[config.mk]
export PLATFORM = sky130hd
export DESIGN_NAME = face_spi_driver
export DESIGN_NICKNAME = d
export VERILOG_FILES = /design/src/rtl/face_spi_driver_pkg.sv /design/src/rtl/face_spi_driver_spi16_tx.sv /design/src/rtl/face_spi_driver.sv
export SDC_FILE = /design/constraint.sdc
export NUM_CORES = 1
export LEC_CHECK = 0
export ABC_AREA = 1
export ABC_CLOCK_PERIOD_IN_PS = 3200
export BUFFER_PORTS_ARGS = -buffer_cell sky130_fd_sc_hd__buf_2
export CAP_MARGIN = 10
export CORE_MARGIN = 5
export CORE_UTILIZATION = 45
export CTS_CLUSTER_SIZE = 8
export DETAILED_ROUTE_END_ITERATION = 10
export GPL_TIMING_DRIVEN = 0
export HOLD_SLACK_MARGIN = 0.03
export PLACE_DENSITY_LB_ADDON = 0.12
export SYNTH_ARGS = -nofsm -noshare
export SYNTH_HDL_FRONTEND = slang
export SYNTH_HIERARCHICAL = 1
export SYNTH_SLANG_ARGS = --single-unit
[constraint.sdc]
create_clock -name clk -period 3.2 [get_ports clk]
set_clock_uncertainty 0.15 [all_clocks]
set_input_delay 0.32 -clock clk [delete_from_list [all_inputs] [get_ports clk]]
set_output_delay 0.32 -clock clk [all_outputs]
set_load 0.05 [all_outputs]
[src/rtl/face_spi_driver_pkg.sv]
// Shared definitions for the MAX7219 face renderer: register map, mood codes,
// the 8x8 glyph ROM and the init/row frame sequence.
package face_spi_driver_pkg;

  typedef enum logic [2:0] {
    TX_IDLE,
    TX_LOAD,
    TX_SHIFT,
    TX_HOLD,
    TX_GAP
  } tx_state_e;

  typedef enum logic [3:0] {
    MOOD_NEUTRAL = 4'd0,
    MOOD_HUNGRY  = 4'd1,
    MOOD_HAPPY   = 4'd2,
    MOOD_EATING  = 4'd3
  } mood_e;

  localparam logic [7:0] ADDR_DIGIT0     = 8'h01;
  localparam logic [7:0] ADDR_DECODE     = 8'h09;
  localparam logic [7:0] ADDR_INTENSITY  = 8'h0A;
  localparam logic [7:0] ADDR_SCAN_LIMIT = 8'h0B;
  localparam logic [7:0] ADDR_SHUTDOWN   = 8'h0C;
  localparam logic [7:0] ADDR_TEST       = 8'h0F;

  localparam logic [3:0] ROW_FIRST_IDX = 4'd5;
  localparam logic [3:0] SEQ_LAST_IDX  = 4'd12;

  // Top row in the most significant byte.
  localparam logic [63:0] GLYPH_NEUTRAL = 64'h3C42_A581_81BD_423C;
  localparam logic [63:0] GLYPH_HUNGRY  = 64'h3C42_A581_99A5_423C;
  localparam logic [63:0] GLYPH_HAPPY   = 64'h3C42_A581_A599_423C;
  localparam logic [63:0] GLYPH_EATING  = 64'h3C42_A581_BDBD_423C;
  localparam logic [63:0] GLYPH_X       = 64'h8142_2418_1824_4281;

  function automatic logic [7:0] glyph_row(input logic [3:0] face, input logic [2:0] row);
    logic [63:0] g;
    case (face)
      MOOD_NEUTRAL: g = GLYPH_NEUTRAL;
      MOOD_HUNGRY:  g = GLYPH_HUNGRY;
      MOOD_HAPPY:   g = GLYPH_HAPPY;
      MOOD_EATING:  g = GLYPH_EATING;
      default:      g = GLYPH_X;
    endcase
    return g[{~row, 3'b000} +: 8];
  endfunction

  function automatic logic [15:0] seq_word(input logic [3:0] idx, input logic [3:0] face,
                                           input logic [3:0] intensity);
    logic [15:0] w;
    case (idx)
      4'd0:    w = {ADDR_DECODE, 8'h00};
      4'd1:    w = {ADDR_INTENSITY, 4'h0, intensity};
      4'd2:    w = {ADDR_SCAN_LIMIT, 8'h07};
      4'd3:    w = {ADDR_TEST, 8'h00};
      4'd4:    w = {ADDR_SHUTDOWN, 8'h01};
      default: w = {ADDR_DIGIT0 + 8'(idx - ROW_FIRST_IDX), glyph_row(face, 3'(idx - ROW_FIRST_IDX))};
    endcase
    return w;
  endfunction

endpackage

[src/rtl/face_spi_driver_spi16_tx.sv]
// 16-bit SPI mode-0 frame shifter: CS low for 33 half-periods, then a CS-high gap.
// A new start is accepted while idle or on the last gap cycle for back-to-back frames.
module spi16_tx
  import face_spi_driver_pkg::*;
#(
  parameter int unsigned CLK_DIV = 25,
  parameter int unsigned CS_GAP  = 4
) (
  input  logic        clk,
  input  logic        reset,
  input  logic        start,
  input  logic [15:0] data,
  output logic        cs,
  output logic        sclk,
  output logic        mosi,
  output logic        cs_rise,
  output logic        gap_last
);

  localparam logic [15:0] DIV_LAST = 16'(CLK_DIV - 1);
  localparam logic [15:0] GAP_LAST = 16'(CS_GAP - 1);

  tx_state_e   st_q, st_d;
  logic        cs_q, cs_d, sclk_q, sclk_d, mosi_q, mosi_d;
  logic [15:0] cnt_q, cnt_d;
  logic [4:0]  tog_q, tog_d;
  logic [14:0] shreg_q, shreg_d;
  logic        div_hit;

  always_comb begin
    st_d     = st_q;
    cs_d     = cs_q;
    sclk_d   = sclk_q;
    mosi_d   = mosi_q;
    cnt_d    = cnt_q;
    tog_d    = tog_q;
    shreg_d  = shreg_q;
    div_hit  = (cnt_q == DIV_LAST);
    cs_rise  = (st_q == TX_HOLD) && div_hit;
    gap_last = (st_q == TX_GAP) && (cnt_q == GAP_LAST);

    case (st_q)
      // LOAD is the first cycle of the first half-period, so it counts like SHIFT.
      TX_LOAD, TX_SHIFT: begin
        st_d  = TX_SHIFT;
        cnt_d = cnt_q + 16'd1;
        if (div_hit) begin
          cnt_d  = '0;
          sclk_d = ~sclk_q;
          tog_d  = tog_q + 5'd1;
          if (sclk_q) begin
            mosi_d  = shreg_q[14];
            shreg_d = {shreg_q[13:0], 1'b0};
          end
          if (tog_q == 5'd31) st_d = TX_HOLD;
        end
      end
      TX_HOLD: begin
        cnt_d = cnt_q + 16'd1;
        if (div_hit) begin
          cnt_d = '0;
          cs_d  = 1'b1;
          st_d  = TX_GAP;
        end
      end
      TX_GAP: begin
        cnt_d = cnt_q + 16'd1;
        if (gap_last) begin
          cnt_d = '0;
          st_d  = TX_IDLE;
        end
      end
      default: ;
    endcase

    if (start && ((st_q == TX_IDLE) || gap_last)) begin
      st_d    = TX_LOAD;
      cs_d    = 1'b0;
      sclk_d  = 1'b0;
      mosi_d  = data[15];
      shreg_d = data[14:0];
      cnt_d   = '0;
      tog_d   = '0;
    end
  end

  always_ff @(posedge clk) begin
    if (reset) begin
      st_q    <= TX_IDLE;
      cs_q    <= 1'b1;
      sclk_q  <= 1'b0;
      mosi_q  <= 1'b0;
      cnt_q   <= '0;
      tog_q   <= '0;
      shreg_q <= '0;
    end else begin
      st_q    <= st_d;
      cs_q    <= cs_d;
      sclk_q  <= sclk_d;
      mosi_q  <= mosi_d;
      cnt_q   <= cnt_d;
      tog_q   <= tog_d;
      shreg_q <= shreg_d;
    end
  end

  assign cs   = cs_q;
  assign sclk = sclk_q;
  assign mosi = mosi_q;

endmodule

[src/rtl/face_spi_driver.sv]
// Renders the 4-bit mood state as an 8x8 face on a MAX7219: one init pass after
// reset, then 8-row passes on state change or periodic refresh.
module face_spi_driver
  import face_spi_driver_pkg::*;
#(
  parameter int unsigned CLK_DIV        = 25,
  parameter logic [3:0]  INTENSITY      = 4'h8,
  parameter int unsigned CS_GAP         = 4,
  parameter int unsigned REFRESH_CYCLES = 5_000_000
) (
  input  logic       clk,
  input  logic       reset,
  input  logic [3:0] state,
  output logic       mosi,
  output logic       sclk,
  output logic       cs,
  output logic       busy,
  output logic       frame_done
);

  localparam logic [31:0] REFRESH_LAST = 32'(REFRESH_CYCLES - 1);

  logic [3:0]  seq_idx_q, seq_idx_d, face_q, face_d, next_idx;
  logic        init_done_q, init_done_d, pending_q, pending_d;
  logic        busy_q, busy_d, frame_done_q, frame_done_d;
  logic [31:0] refresh_cnt_q, refresh_cnt_d;
  logic        change, refresh_hit, row_start;
  logic        tx_start, tx_cs_rise, tx_gap_last;
  logic [15:0] tx_data;

  always_comb begin
    change      = (state != face_q);
    refresh_hit = !busy_q && (refresh_cnt_q == REFRESH_LAST);
    tx_start    = 1'b0;
    next_idx    = seq_idx_q;
    busy_d      = busy_q;

    if (!busy_q) begin
      if (!init_done_q) begin
        tx_start = 1'b1;
        next_idx = 4'd0;
      end else if (change || refresh_hit) begin
        tx_start = 1'b1;
        next_idx = ROW_FIRST_IDX;
      end
    end else if (tx_gap_last) begin
      if (seq_idx_q != SEQ_LAST_IDX) begin
        tx_start = 1'b1;
        next_idx = seq_idx_q + 4'd1;
      end else if (pending_q || change) begin
        tx_start = 1'b1;
        next_idx = ROW_FIRST_IDX;
      end else begin
        busy_d = 1'b0;
      end
    end
    if (tx_start) busy_d = 1'b1;

    // The face is latched only when row 1 starts, so a pass never mixes glyphs;
    // changes during init frames are picked up by that latch instead of pending.
    row_start     = tx_start && (next_idx == ROW_FIRST_IDX);
    seq_idx_d     = next_idx;
    face_d        = row_start ? state : face_q;
    init_done_d   = init_done_q | row_start;
    pending_d     = row_start ? 1'b0
                  : (pending_q | (busy_q && (seq_idx_q >= ROW_FIRST_IDX) && change));
    refresh_cnt_d = (busy_q || tx_start) ? '0 : refresh_cnt_q + 32'd1;
    frame_done_d  = tx_cs_rise && (seq_idx_q == SEQ_LAST_IDX);
    tx_data       = seq_word(next_idx, face_d, INTENSITY);
  end

  always_ff @(posedge clk) begin
    if (reset) begin
      seq_idx_q     <= '0;
      face_q        <= '0;
      init_done_q   <= 1'b0;
      pending_q     <= 1'b0;
      busy_q        <= 1'b0;
      frame_done_q  <= 1'b0;
      refresh_cnt_q <= '0;
    end else begin
      seq_idx_q     <= seq_idx_d;
      face_q        <= face_d;
      init_done_q   <= init_done_d;
      pending_q     <= pending_d;
      busy_q        <= busy_d;
      frame_done_q  <= frame_done_d;
      refresh_cnt_q <= refresh_cnt_d;
    end
  end

  spi16_tx #(
    .CLK_DIV(CLK_DIV),
    .CS_GAP (CS_GAP)
  ) u_tx (
    .clk     (clk),
    .reset   (reset),
    .start   (tx_start),
    .data    (tx_data),
    .cs      (cs),
    .sclk    (sclk),
    .mosi    (mosi),
    .cs_rise (tx_cs_rise),
    .gap_last(tx_gap_last)
  );

  assign busy       = busy_q;
  assign frame_done = frame_done_q;

endmodule

==> metrics.md, run 1 <==
| Metric | Value |
|---|---|
| Synth Warn # | 6 |
| Non-filler instance count after layout | 983 |
| Slew headroom | 56.8% |
| Worst-path clk slew | ~0.060 ns |
| DRC violation count after routing | 0 |
| TritonCTS Buffers | 9 |
| Via density per instance | 5.06 |
| Number of storage elements in the synthesis netlist | 86 |
| Share of power burned in combinational logic | 19.4% |
| Initial antenna violation count | 0 |
| Post-synth net total | about 800 |
| Share of synthesized area occupied by flip-flops and latches | 32.6% |
| Library cell appearing most often on the critical path | sky130_fd_sc_hd__nor2_1 |
| Clk_lat worst skew | 0.34 ns |
| Share of total power consumed by net switching | 28.6% |
| Sequential Power Share | 42.4% |
| Total of max-cap violations | 0 |
| Min cycle time layout | 3.10 ns |
| Effective utilization at floorplan | 46.0% |
| Die footprint | 0.0140 mm2 |
| Maximum number of pins on one net before global-route repair | 14 |
| Library cell occupying the most area in the post-synthesis netlist | sky130_fd_sc_hd__dfxtp_1 |
| Number of DRC markers in iteration 0 | ~360 |
| Placed Cells | 934 |
| Pre-antenna DRT Iters | 5 |
| Die Y | ~120 um |
| Num ports | 11 |
| Critical-path cell with the highest stage delay | sky130_fd_sc_hd__dfxtp_4 |
| Type of the most critical hold path | in -> reg |
| Max IR drop VDD | 589 uV |
| Power per unit of standard cell area | 422 mW/mm2 |
| Chain of cells forming the critical path | inv_2, ha_4, inv_4, nor2_4, nand4_1, nand2_2, o211ai_1, nand2_2, inv_4, buf_4, ha_1, nor2_1, inv_2, nor3_4, nor2_4, nand3_1, nand2_1, nor2_1, nor2_1 |
| Arrival time of the worst setup path | 3.19 ns |
| Stage delay of the slowest cell on the critical path | between 0.3 and 0.4 ns |
| Layout filler cell count | about 1100 |
| Antenna viol nets, final | 0 |
| Outcome | finished clean |
| Post-synthesis instance total | 781 |
| Area delta synth->final | 21.4% |
| Final non-filler cell area | 0.00641 mm2 |
| HPWL reported at the end of detailed placement | 8360 um |
| Total wire length after detailed routing | 12200 um |
| Mean instance size in the synthesized netlist | 6.76 um2 |
| Async S/R FF share, synth | 0% |
| Worst setup slack after placement | -0.793 ns |
| Wirelength per Cell | 12.4 um |
| Most area-consuming cells after synthesis | sky130_fd_sc_hd__dfxtp_1, sky130_fd_sc_hd__nand2_1, sky130_fd_sc_hd__nor2_1, sky130_fd_sc_hd__inv_1, sky130_fd_sc_hd__nand3_1 |
| Ys flop type | sky130_fd_sc_hd__dfxtp_1 |
| Share of the cycle needed by the critical path after routing | 97.0% |
| Antenna Cells | 0 |
| Core Area | 0.0115 mm2 |
| Internal Dissipation | 1.93 mW |
| Count of final max-slew check failures | 0 |
| Count of input and output buffers | 10 |
| Endpoints failing setup | 0 |
| Total number of placement rows | 39 |
| Category of the critical setup timing path | reg -> reg |
| Layout cells sized above 1 | 25.4% |
| Number of global-route vias before repair | 4293 |
| Number of flops mapped to enable cells by yosys | 0 |
| RSZ-0062 raised after global routing | true |
| Number of hold-repair buffers added at the cts stage | 0 |
| Actual slew at the worst max-slew pin | 0.646 ns |
| Crit end category | flop |
| Routed via count | ~5000 |
| GRT overflow | 0 |
| Maximum fanout along the worst path | 9 |
| Count of cells along the worst hold path | 2 |
| Final setup slack of the worst path | 0.0962 ns |
| Clock tree from TritonCTS | built |
| Static leakage | approximately 2.6 nW |
| Type of element launching the critical path | flop |
| Global-route usage over all layers | 17.1% |
| Final estimated routing congestion in global placement | 0.885 |
| Final hold vios | 0 |
| Final total negative setup slack | 0 ns |
| First-pass GRT wire length | 20300 um |
| Number of library cell types mapped by synthesis | 52 |
| Clock tree root buffer cell | sky130_fd_sc_hd__clkbuf_16 |
| Clock power frac | a little under two fifths |
| Post-synth top area share | approximately 33% |
| Top achievable clock speed | 322 MHz |
| Die boundary width | roughly 120 um |
| Number of nets in the layout | roughly 860 |
| Cell depth of the worst flop-to-flop path | 19 |
| Count of clock tree sinks | 86 |
| Depth of the CTS H-tree | 3 |
| Cell Area, Placed | 0.00553 mm2 |
| Clock buffer depth | 2 |
| Required time worst endpoint | 3.29 ns |
| Syn Std Cell Area | 0.00528 mm2 |
| Power spent charging and discharging nets | 775 uW |
## power by group through the flow
stage / registers [mW] / clock network [mW] / logic (mW)
after floorplan: 1.19 / 0 / 0.369
after global placement: 1.17 / 0 / 0.472
after detailed placement: 1.17 / 0 / 0.478
after CTS: 1.15 / 1.07 / 0.486
after global routing: 1.15 / 1.13 / 0.583
final: 1.15 / 1.03 / 0.524
## area by class of cell
type	instances	area (um2)	area share (%)
Multi-Input combinational cell	589	3390	52.9
Sequential cell	86	1760	27.5
Inverter	90	360	5.62
Timing Repair Buffer	46	328	5.11
Clock buffer	11	243	3.79
Tap cell	143	179	2.79
Buffer	14	100	1.56
Clock inverter	4	47.5	0.742
## final timing paths
kind / start / to / slack [ns]
worst max-delay path: seq_idx_q[0] / u_tx/mosi / 0.1
worst min-delay path: reset / u_tx/st_q[0] / 0.11
worst max register to register: seq_idx_q[0] / u_tx/mosi / 0.1
worst min register to register: refresh_cnt_q[0] / refresh_cnt_q[0] / 0.29
## registers in the layout (all words and copies together) (netlist names)
name           flops
init_done_q        1
u_tx/cnt_q        16
refresh_cnt_q     32
pending_q          1
u_tx/cs            1
u_tx/sclk          1
u_tx/shreg_q      15
u_tx/mosi          1
seq_idx_q          4
face_q             4
frame_done         1
u_tx/st_q          3
u_tx/tog_q         5
busy               1
## cell usage after synthesis (3+ instances only)
cell / instances
sky130_fd_sc_hd__xor2_1: 19
sky130_fd_sc_hd__nand4_1: 18
sky130_fd_sc_hd__nand3_2: 5
sky130_fd_sc_hd__xnor2_1: 3
sky130_fd_sc_hd__nand2_4: 5
sky130_fd_sc_hd__nand2_2: 11
sky130_fd_sc_hd__buf_2: 4
sky130_fd_sc_hd__inv_2: 9
sky130_fd_sc_hd__nor3_1: 14
sky130_fd_sc_hd__nor2_4: 5
sky130_fd_sc_hd__o211ai_1: 3
sky130_fd_sc_hd__a21oi_1: 34
sky130_fd_sc_hd__inv_1: 79
sky130_fd_sc_hd__nor2_2: 18
sky130_fd_sc_hd__nand3b_1: 16
sky130_fd_sc_hd__o21ai_0: 21
sky130_fd_sc_hd__nand3_1: 50
sky130_fd_sc_hd__ha_1: 15
sky130_fd_sc_hd__dfxtp_1: 86
sky130_fd_sc_hd__clkbuf_1: 4
sky130_fd_sc_hd__nor2_1: 120
sky130_fd_sc_hd__o21ai_1: 3
sky130_fd_sc_hd__buf_6: 5
sky130_fd_sc_hd__nand2_1: 196
sky130_fd_sc_hd__nor3b_1: 5
## metrics by stage
| step | util, % | power (mW) | hold WS [ns] |
|---|---|---|---|
| 6_report | 55.9 | 2.70 | 0.112 |
| 2_1_floorplan | - | 1.55 | 0.242 |
| 3_5_place_dp | 48.2 | 1.65 | 0.284 |
| 5_1_grt | 55.9 | 2.86 | 0.124 |
| 4_1_cts | 52.0 | 2.70 | 0.0963 |
| 3_3_place_gp | 48.2 | 1.64 | 0.280 |
## metal layers
metal,GRT usage [%],routed length [um]
met3,4.01,470
met2,25.7,5490
met4,4.87,181
met1,24.4,6060
met5,0,0
## cells by family after synthesis
kind of cell / after synthesis / synth area share (%)
simple gates: 481 / 44.1
buf+inv: 106 / 8.53
flops: 86 / 32.6
compound gates: 71 / 7.51
xor+xnor: 22 / 3.65
fa+ha+maj: 15 / 3.55
## layout by cell type (no fill, tap or decap), drive strengths merged, types with 19 or more instances in the layout
master,synthesis,final
dfxtp,86,86
xor2,19,19
inv,89,89
nand4,20,20
o21ai,24,24
nand2,214,214
nand3,56,56
a21oi,35,35
nor2,144,144
buf,12,56
## critical path, delay by kind of cell (launching register included)
kind | cells | cell delay, ns
flip-flops | 1 | 0.37
buffers and inverters | 5 | 0.44
adder cells (fa/ha/maj) | 2 | 0.51
AO/OA/AOI/OAI | 1 | 0.10
AND/OR/NAND/NOR | 11 | 1.43
## what timing repair did
action | in CTS | in global routing
gates resized for setup | 28 | 85
pin swaps | 13 | 28
setup endpoints to repair | 16 | 16
setup buffers | 12 | 24
No activity file was read; power rests on OpenSTA's default activity.
==> run 2, diff against run 1 <==
--- a/config.mk
+++ b/config.mk
@@ -6,7 +6,7 @@
 export NUM_CORES = 1
 export LEC_CHECK = 0
 export ABC_AREA = 1
-export ABC_CLOCK_PERIOD_IN_PS = 3200
+export ABC_CLOCK_PERIOD_IN_PS = 2800
 export BUFFER_PORTS_ARGS = -buffer_cell sky130_fd_sc_hd__buf_2
 export CAP_MARGIN = 10
 export CORE_MARGIN = 5
==> constraint.sdc (replaced) <==
create_clock -name clk -period 2.8 [get_ports clk]
set_clock_uncertainty 0.15 [all_clocks]
set_input_delay 0.28 -clock clk [delete_from_list [all_inputs] [get_ports clk]]
set_output_delay 0.28 -clock clk [all_outputs]
set_load 0.05 [all_outputs]
==> run 2 against run 1 <==
The flow now finishes with violations (setup timing). First-iteration DRC count decreased by 16%. Sequential power increased by 14%. Setup slack got worse by 0.41 ns. Critical path depth increased by 4. Via count increased by 0.40%. Sequential share of layout area decreased by 0.62 points. Combinational power increased by 19%. Fmax decreased by 0.38%. Hold slack got worse by 0.048 ns. Critical path type unchanged.
==> metrics.md, run 2 (same netlist as run 1, synthesis figures left out) <==
| Metric | Value |
|---|---|
| Largest reg by FF count | refresh_cnt_q (unchanged) |
| Top achievable clock speed | 321 MHz (was 322 MHz) |
| Type of element launching the critical path | flop (unchanged) |
| RSZ-0062 raised after global routing | true (unchanged) |
| Crit end category | flop (unchanged) |
| Routed via count | 4998 (was 4978) |
| Slew headroom | 57.0% (was 56.8%) |
| Antenna Cells | 0 (unchanged) |
| Count of clock tree sinks | 86 (unchanged) |
| Total of max-cap violations | 0 (unchanged) |
| Non-filler instance count after layout | 992 (was 983) |
| Number of global-route vias before repair | 4473 (was 4293) |
| Layout filler cell count | 1084 (was 1064) |
| Effective utilization at floorplan | 46.0% (unchanged) |
| GRT overflow | 0 (unchanged) |
| Number of nets in the layout | 867 (was 857) |
| Die boundary width | 118 um (unchanged) |
| First-pass GRT wire length | 20700 um (was 20300 um) |
| Final setup slack of the worst path | -0.316 ns (was 0.0962 ns) |
| Maximum fanout along the worst path | 5 (was 9) |
| Initial antenna violation count | 0 (unchanged) |
| Depth of the CTS H-tree | 3 (unchanged) |
| Wirelength per Cell | 12.3 um (was 12.4 um) |
| Num ports | 11 (unchanged) |
| Type of the most critical hold path | in -> reg (unchanged) |
| Final hold vios | 0 (unchanged) |
| Power per unit of standard cell area | 471 mW/mm2 (was 422 mW/mm2) |
| Min cycle time layout | 3.12 ns (was 3.10 ns) |
| Critical path endpoint | u_tx/shreg_q[0] (was u_tx/mosi) |
| Violated checks | setup timing |
| Cell Area, Placed | 0.00558 mm2 (was 0.00553 mm2) |
| Via density per instance | 5.04 (was 5.06) |
| Layout cells sized above 1 | 27.7% (was 25.4%) |
| Arrival time of the worst setup path | 3.21 ns (was 3.19 ns) |
| Number of hold-repair buffers added at the cts stage | 0 (unchanged) |
| Largest register FFs | 32 (unchanged) |
| Die Y | 118 um (unchanged) |
| Pre-antenna DRT Iters | 4 (was 5) |
| Placed Cells | 934 (unchanged) |
| Overall power of the completed layout | 3.08 mW (was 2.70 mW) |
| Register-to-register setup slack | -0.32 ns (was 0.1 ns) |
| Outcome | finished with violations (was finished clean) |
| Count of final max-slew check failures | 0 (unchanged) |
| Maximum number of pins on one net before global-route repair | 13 (was 14) |
| Core Area | 0.0115 mm2 (unchanged) |
| HPWL reported at the end of detailed placement | 8410 um (was 8360 um) |
| Leading cell type in the layout, fill and taps excluded | sky130_fd_sc_hd__nand2_1 (unchanged) |
| Worst-path clk slew | 0.06 ns (about the same) |
| Share of the cycle needed by the critical path after routing | 111% (was 97.0%) |
| Worst reg2reg path startpoint | refresh_cnt_q[0] (was seq_idx_q[0]) |
| Final estimated routing congestion in global placement | 0.864 (was 0.885) |
| Endpoints failing setup | 16 (was 0) |
| DRC violation count after routing | 0 (unchanged) |
| Final non-filler cell area | 0.00653 mm2 (was 0.00641 mm2) |
| Worst reg2reg endpoint | u_tx/shreg_q[0] (was u_tx/mosi) |
| Count of input and output buffers | 10 (unchanged) |
| Worst setup slack after placement | -0.788 ns (was -0.793 ns) |
| Commonest cells after routing, fill and taps aside | sky130_fd_sc_hd__nand2_1, sky130_fd_sc_hd__nor2_1, sky130_fd_sc_hd__inv_1, sky130_fd_sc_hd__dfxtp_1, sky130_fd_sc_hd__buf_4 (was sky130_fd_sc_hd__nand2_1, sky130_fd_sc_hd__nor2_1, sky130_fd_sc_hd__inv_1, sky130_fd_sc_hd__dfxtp_1, sky130_fd_sc_hd__nand3_1) |
| Total number of placement rows | 39 (unchanged) |
| Global-route usage over all layers | 17.5% (was 17.1%) |
| Number of DRC markers in iteration 0 | 304 (was 361) |
| Clk_lat worst skew | 0.35 ns (was 0.34 ns) |
| Die footprint | 0.0140 mm2 (unchanged) |
| Actual slew at the worst max-slew pin | 0.643 ns (was 0.646 ns) |
| Area delta synth->final | 23.7% (was 21.4%) |
| Cell depth of the worst flop-to-flop path | 23 (was 19) |
| Clock tree from TritonCTS | built (unchanged) |
| Static leakage | 2.64 nW (was 2.60 nW) |
| Biggest registers after layout | refresh_cnt_q (32), u_tx/cnt_q (16), u_tx/shreg_q (15) (unchanged) |
| Clock buffer depth | 2 (unchanged) |
| TritonCTS Buffers | 9 (unchanged) |
| Clock tree root buffer cell | sky130_fd_sc_hd__clkbuf_16 (unchanged) |
| Total wire length after detailed routing | 12200 um (about the same) |
| Final Util | 57.0% (was 55.9%) |
| Antenna viol nets, final | 0 (unchanged) |
| Required time worst endpoint | 2.89 ns (was 3.29 ns) |
| Category of the critical setup timing path | reg -> reg (unchanged) |
| CP startpoint | refresh_cnt_q[0] (was seq_idx_q[0]) |
| Max IR drop VDD | 550 uV (was 589 uV) |
-- run 2: cell count changes in the layout (fill, tap and decap cells not counted), moves of 4 or more --
cell                      before  now
sky130_fd_sc_hd__nand2_2      20   24
sky130_fd_sc_hd__nand3_1      44   38
sky130_fd_sc_hd__buf_4        36   47
sky130_fd_sc_hd__nand3_2       8   16
sky130_fd_sc_hd__nand2_1     180  176
-- run 2: power by group --
group | switching [mW] | leakage [nW] | total, mW | internal [mW]
clock | 0.461 | 0.132 | 1.14 | 0.680
combinational | 0.390 | 1.80 | 0.625 | 0.235
sequential | 0.0310 | 0.707 | 1.31 | 1.28
-- run 2: final cells by class --
class / count / area, um2 / area share [%]
inverters: 90 / 355 / 5.44
clock inverters: 2 / 35.0 / 0.536
flip-flops and latches: 86 / 1760 / 26.9
repair buffers: 57 / 410 / 6.28
multi-input cells: 589 / 3470 / 53.2
plain buffers: 13 / 88.8 / 1.36
well taps: 143 / 179 / 2.74
clock buffers: 12 / 236 / 3.62
-- run 2: what timing repair did --
item | 4_1_cts | 5_1_grt
hold endpoints to repair | 0 | 0
pin swaps | 38 | 36
setup endpoints to repair | 17 | 41
cloned | 0 | 0
setup buffers | 27 | 20
resized for setup | 65 | 49
-- run 2: how the worst min path moves through the flow --
stage | from | endpoint | slack [ns] | depth (start not counted)
global route | reset | face_q[1] | 0.07 | 2
floorplan | reset | face_q[1] | 0.20 | 1
CTS | reset | face_q[1] | 0.05 | 2
global placement | refresh_cnt_q[0] | refresh_cnt_q[0] | 0.28 | 1
finish | reset | u_tx/st_q[0] | 0.06 | 2
detailed placement | refresh_cnt_q[0] | refresh_cnt_q[0] | 0.30 | 1
-- run 2: worst max-delay path, stage by stage, from the launching register on --
cell	delay (ns)
sky130_fd_sc_hd__dfxtp_2	0.35
sky130_fd_sc_hd__ha_4	0.16
sky130_fd_sc_hd__nand2_4	0.06
sky130_fd_sc_hd__nor2_4	0.13
sky130_fd_sc_hd__nand2_2	0.07
sky130_fd_sc_hd__nor2_2	0.09
sky130_fd_sc_hd__nand3_2	0.14
sky130_fd_sc_hd__nand3_2	0.09
sky130_fd_sc_hd__nand2_1	0.04
sky130_fd_sc_hd__nand2_1	0.06
sky130_fd_sc_hd__nand2_2	0.09
sky130_fd_sc_hd__buf_4	0.15
sky130_fd_sc_hd__buf_6	0.12
sky130_fd_sc_hd__ha_4	0.15
sky130_fd_sc_hd__or2_4	0.26
sky130_fd_sc_hd__nand2_4	0.10
sky130_fd_sc_hd__inv_4	0.05
sky130_fd_sc_hd__o22ai_2	0.16
sky130_fd_sc_hd__nand2_1	0.08
sky130_fd_sc_hd__nand2_1	0.07
sky130_fd_sc_hd__nor2_2	0.05
sky130_fd_sc_hd__or2_1	0.22
sky130_fd_sc_hd__nand3_2	0.08
sky130_fd_sc_hd__a21oi_1	0.07
-- run 2: per-layer routing --
layer,track usage [%],share of wire (%),vias to the layer above
li1,-,-,2637
met1,24.8,50,2281
met2,26.3,45,67
met3,4.11,3.3,13
met4,5.38,1.3,0
met5,0,0,-
-- run 2: per-stage QoR --
stage,hold WS (ns),setup TNS [ns]
final,0.0639,-3.31
after global routing,0.0715,-8.71
after CTS,0.0527,-2.52
after detailed placement,0.296,-9.25
after global placement,0.280,-8.82
after floorplan,0.202,-1.10
==> run 3, diff against run 2 <==
--- a/config.mk
+++ b/config.mk
@@ -11,12 +11,14 @@
 export CAP_MARGIN = 10
 export CORE_MARGIN = 5
 export CORE_UTILIZATION = 45
+export CTS_CLUSTER_DIAMETER = 200
 export CTS_CLUSTER_SIZE = 8
 export DETAILED_ROUTE_END_ITERATION = 10
 export GPL_TIMING_DRIVEN = 0
-export HOLD_SLACK_MARGIN = 0.03
+export HOLD_SLACK_MARGIN = 0.02
 export PLACE_DENSITY_LB_ADDON = 0.12
 export SYNTH_ARGS = -nofsm -noshare
 export SYNTH_HDL_FRONTEND = slang
 export SYNTH_HIERARCHICAL = 1
 export SYNTH_SLANG_ARGS = --single-unit
+export TNS_END_PERCENT = 20
==> run 3 against run 2 <==
The flow still finishes with violations (setup timing). Via count up 0.12%. Flip-flop and latch count unchanged. Combinational power down 3.7%. Critical path type unchanged. Critical endpoint unchanged. Largest cell class unchanged.
==> metrics.md, run 3 (same netlist as run 1, synthesis figures left out) <==
| Metric | Value |
|---|---|
| Outcome | finished with violations (unchanged) |
| Violated checks | setup timing (unchanged) |
| Depth of the CTS H-tree | 3 (unchanged) |
| Number of hold-repair buffers added at the cts stage | 0 (unchanged) |
| Routed via count | 5004 (was 4998) |
| HPWL reported at the end of detailed placement | 8500 um (was 8410 um) |
| Non-filler instance count after layout | 981 (was 992) |
| Maximum number of pins on one net before global-route repair | 14 (was 13) |
| TritonCTS Buffers | 9 (unchanged) |
| Cell Area, Placed | 0.00558 mm2 (unchanged) |
| RSZ-0062 raised after global routing | true (unchanged) |
| Largest register FFs | 32 (unchanged) |
| Count of final max-slew check failures | 0 (unchanged) |
| Count of input and output buffers | 10 (unchanged) |
| Number of DRC markers in iteration 0 | 280 (was 304) |
| Die boundary width | 118 um (unchanged) |
| Endpoints failing setup | 17 (was 16) |
| Maximum fanout along the worst path | 11 (was 5) |
| Final hold slack | 0.0671 ns (was 0.0639 ns) |
| Pre-antenna DRT Iters | 5 (was 4) |
| Max IR drop VDD | 369 uV (was 550 uV) |
| Clk_lat worst skew | 0.34 ns (was 0.35 ns) |
| Die footprint | 0.0140 mm2 (unchanged) |
| Via density per instance | 5.10 (was 5.04) |
| Clock buffer depth | 2 (unchanged) |
| Antenna viol nets, final | 0 (unchanged) |
| Type of element launching the critical path | flop (unchanged) |
| Min cycle time layout | 3.17 ns (was 3.12 ns) |
| Total number of placement rows | 39 (unchanged) |
| Static leakage | 2.62 nW (was 2.64 nW) |
| Register-to-register setup slack | -0.37 ns (was -0.32 ns) |
| Type of the most critical hold path | in -> reg (unchanged) |
| Crit end category | flop (unchanged) |
| Final setup slack of the worst path | -0.366 ns (was -0.316 ns) |
| Layout cells sized above 1 | 26.0% (was 27.7%) |
| Worst-path clk slew | 0.06 ns (about the same) |
| Largest reg by FF count | refresh_cnt_q (unchanged) |
| Die Y | 118 um (unchanged) |
| Biggest registers after layout | refresh_cnt_q (32), u_tx/cnt_q (16), u_tx/shreg_q (15) (unchanged) |
| Effective utilization at floorplan | 46.0% (unchanged) |
| Count of clock tree sinks | 86 (unchanged) |
| Final Util | 56.8% (was 57.0%) |
| Num ports | 11 (unchanged) |
| Wirelength per Cell | 12.7 um (was 12.3 um) |
| Initial antenna violation count | 0 (unchanged) |
| Leading cell type in the layout, fill and taps excluded | sky130_fd_sc_hd__nand2_1 (unchanged) |
| Arrival time of the worst setup path | 3.25 ns (was 3.21 ns) |
| Commonest cells after routing, fill and taps aside | sky130_fd_sc_hd__nand2_1, sky130_fd_sc_hd__nor2_1, sky130_fd_sc_hd__inv_1, sky130_fd_sc_hd__dfxtp_1, sky130_fd_sc_hd__nand3_1 (was sky130_fd_sc_hd__nand2_1, sky130_fd_sc_hd__nor2_1, sky130_fd_sc_hd__inv_1, sky130_fd_sc_hd__dfxtp_1, sky130_fd_sc_hd__buf_4) |
| Final non-filler cell area | 0.00652 mm2 (was 0.00653 mm2) |
| Clock tree from TritonCTS | built (unchanged) |
| Share of the cycle needed by the critical path after routing | 113% (was 111%) |
| Required time worst endpoint | 2.88 ns (was 2.89 ns) |
| Clock tree root buffer cell | sky130_fd_sc_hd__clkbuf_16 (unchanged) |
| Final estimated routing congestion in global placement | 0.890 (was 0.864) |
| Power per unit of standard cell area | 493 mW/mm2 (was 471 mW/mm2) |
| Slew headroom | 54.8% (was 57.0%) |
| First-pass GRT wire length | 21100 um (was 20700 um) |
| Number of global-route vias before repair | 4648 (was 4473) |
| DRC violation count after routing | 0 (unchanged) |
| Core Area | 0.0115 mm2 (unchanged) |
| Area delta synth->final | 23.4% (was 23.7%) |
| Total wire length after detailed routing | 12500 um (was 12200 um) |
| Actual slew at the worst max-slew pin | 0.676 ns (was 0.643 ns) |
| Placed Cells | 934 (unchanged) |
| Overall power of the completed layout | 3.22 mW (was 3.08 mW) |
| Global-route usage over all layers | 17.7% (was 17.5%) |
| Number of nets in the layout | 855 (was 867) |
| Category of the critical setup timing path | reg -> reg (unchanged) |
| Final hold vios | 0 (unchanged) |
| GRT overflow | 0 (unchanged) |
| Antenna Cells | 0 (unchanged) |
| Top achievable clock speed | 316 MHz (was 321 MHz) |
| Total of max-cap violations | 0 (unchanged) |
-- run 3: cell types whose count changed in the layout (fill, tap and decap cells not counted), moves of 4 or more --
cell                      before  now
sky130_fd_sc_hd__nand3_2      16    9
sky130_fd_sc_hd__dfxtp_4       5    9
sky130_fd_sc_hd__buf_4        47   36
sky130_fd_sc_hd__dfxtp_1      69   64
sky130_fd_sc_hd__nand2_2      24   17
sky130_fd_sc_hd__nor2_1      108  103
sky130_fd_sc_hd__nand3_1      38   42
sky130_fd_sc_hd__nand2_4      12   16
-- run 3: cell type report --
cell class / count / area, um2
buffer: 13 / 88.8
timing repair buffer: 45 / 317
fill: 1086 / 4950
sequential: 86 / 1770
multi-input combinational: 589 / 3480
clock buffer: 12 / 256
clock inverter: 3 / 67.6
tap: 143 / 179
inverter: 90 / 360
-- run 3: repair_timing --
action / 4_1_cts / 5_1_grt
setup endpoints to repair: 17 / 41
resized for setup: 60 / 60
setup buffers: 26 / 9
pin swaps: 31 / 30
gates cloned: 0 / 0
-- run 3: final timing paths --
path	start	to	depth (start not counted)
min	reset	u_tx/st_q[0]	2
max reg2reg	refresh_cnt_q[1]	u_tx/shreg_q[0]	22
max	refresh_cnt_q[1]	u_tx/shreg_q[0]	22
min reg2reg	u_tx/tog_q[3]	u_tx/tog_q[3]	2
-- run 3: layer usage --
metal / GRT usage (%) / vias to the layer above / wire length (um)
met4: 6.16 / 0 / 201
met3: 2.58 / 15 / 442
li1: - / 2611 / -
met1: 24.8 / 2297 / 6110
met5: 0 / - / 0
met2: 27.7 / 81 / 5700
-- run 3: through the flow --
stage,setup WS [ns],TNS [ns]
after floorplan,-0.232,-1.12
after global placement,-0.769,-8.64
after detailed placement,-0.809,-9.07
after CTS,-0.372,-3.58
after global routing,-0.561,-8.87
final,-0.366,-4.04
-- run 3: worst max-delay path: stages, from the launching register on --
cell and delay (ns):
sky130_fd_sc_hd__dfxtp_2 0.35, sky130_fd_sc_hd__ha_4 0.15, sky130_fd_sc_hd__nand2_4 0.06, sky130_fd_sc_hd__nor2_4 0.14, sky130_fd_sc_hd__nand2_4 0.07, sky130_fd_sc_hd__nor2_4 0.10
sky130_fd_sc_hd__nand3_4 0.11, sky130_fd_sc_hd__nand3_2 0.11, sky130_fd_sc_hd__nand2_1 0.08, sky130_fd_sc_hd__nand2_2 0.08, sky130_fd_sc_hd__nand2_4 0.08, sky130_fd_sc_hd__buf_4 0.20
sky130_fd_sc_hd__ha_1 0.21, sky130_fd_sc_hd__or2_1 0.27, sky130_fd_sc_hd__nand2_2 0.12, sky130_fd_sc_hd__inv_2 0.08, sky130_fd_sc_hd__o22ai_4 0.15, sky130_fd_sc_hd__nand2_1 0.06
sky130_fd_sc_hd__nand2_1 0.05, sky130_fd_sc_hd__nor2_1 0.06, sky130_fd_sc_hd__or2_1 0.22, sky130_fd_sc_hd__nand3_2 0.07, sky130_fd_sc_hd__a21oi_1 0.06
-- run 3: report_power, final --
part           leakage (nW)  internal, mW  switching [mW]
Combinational          1.75         0.220           0.381
Clock                 0.155         0.826           0.481
Sequential            0.711          1.27          0.0333
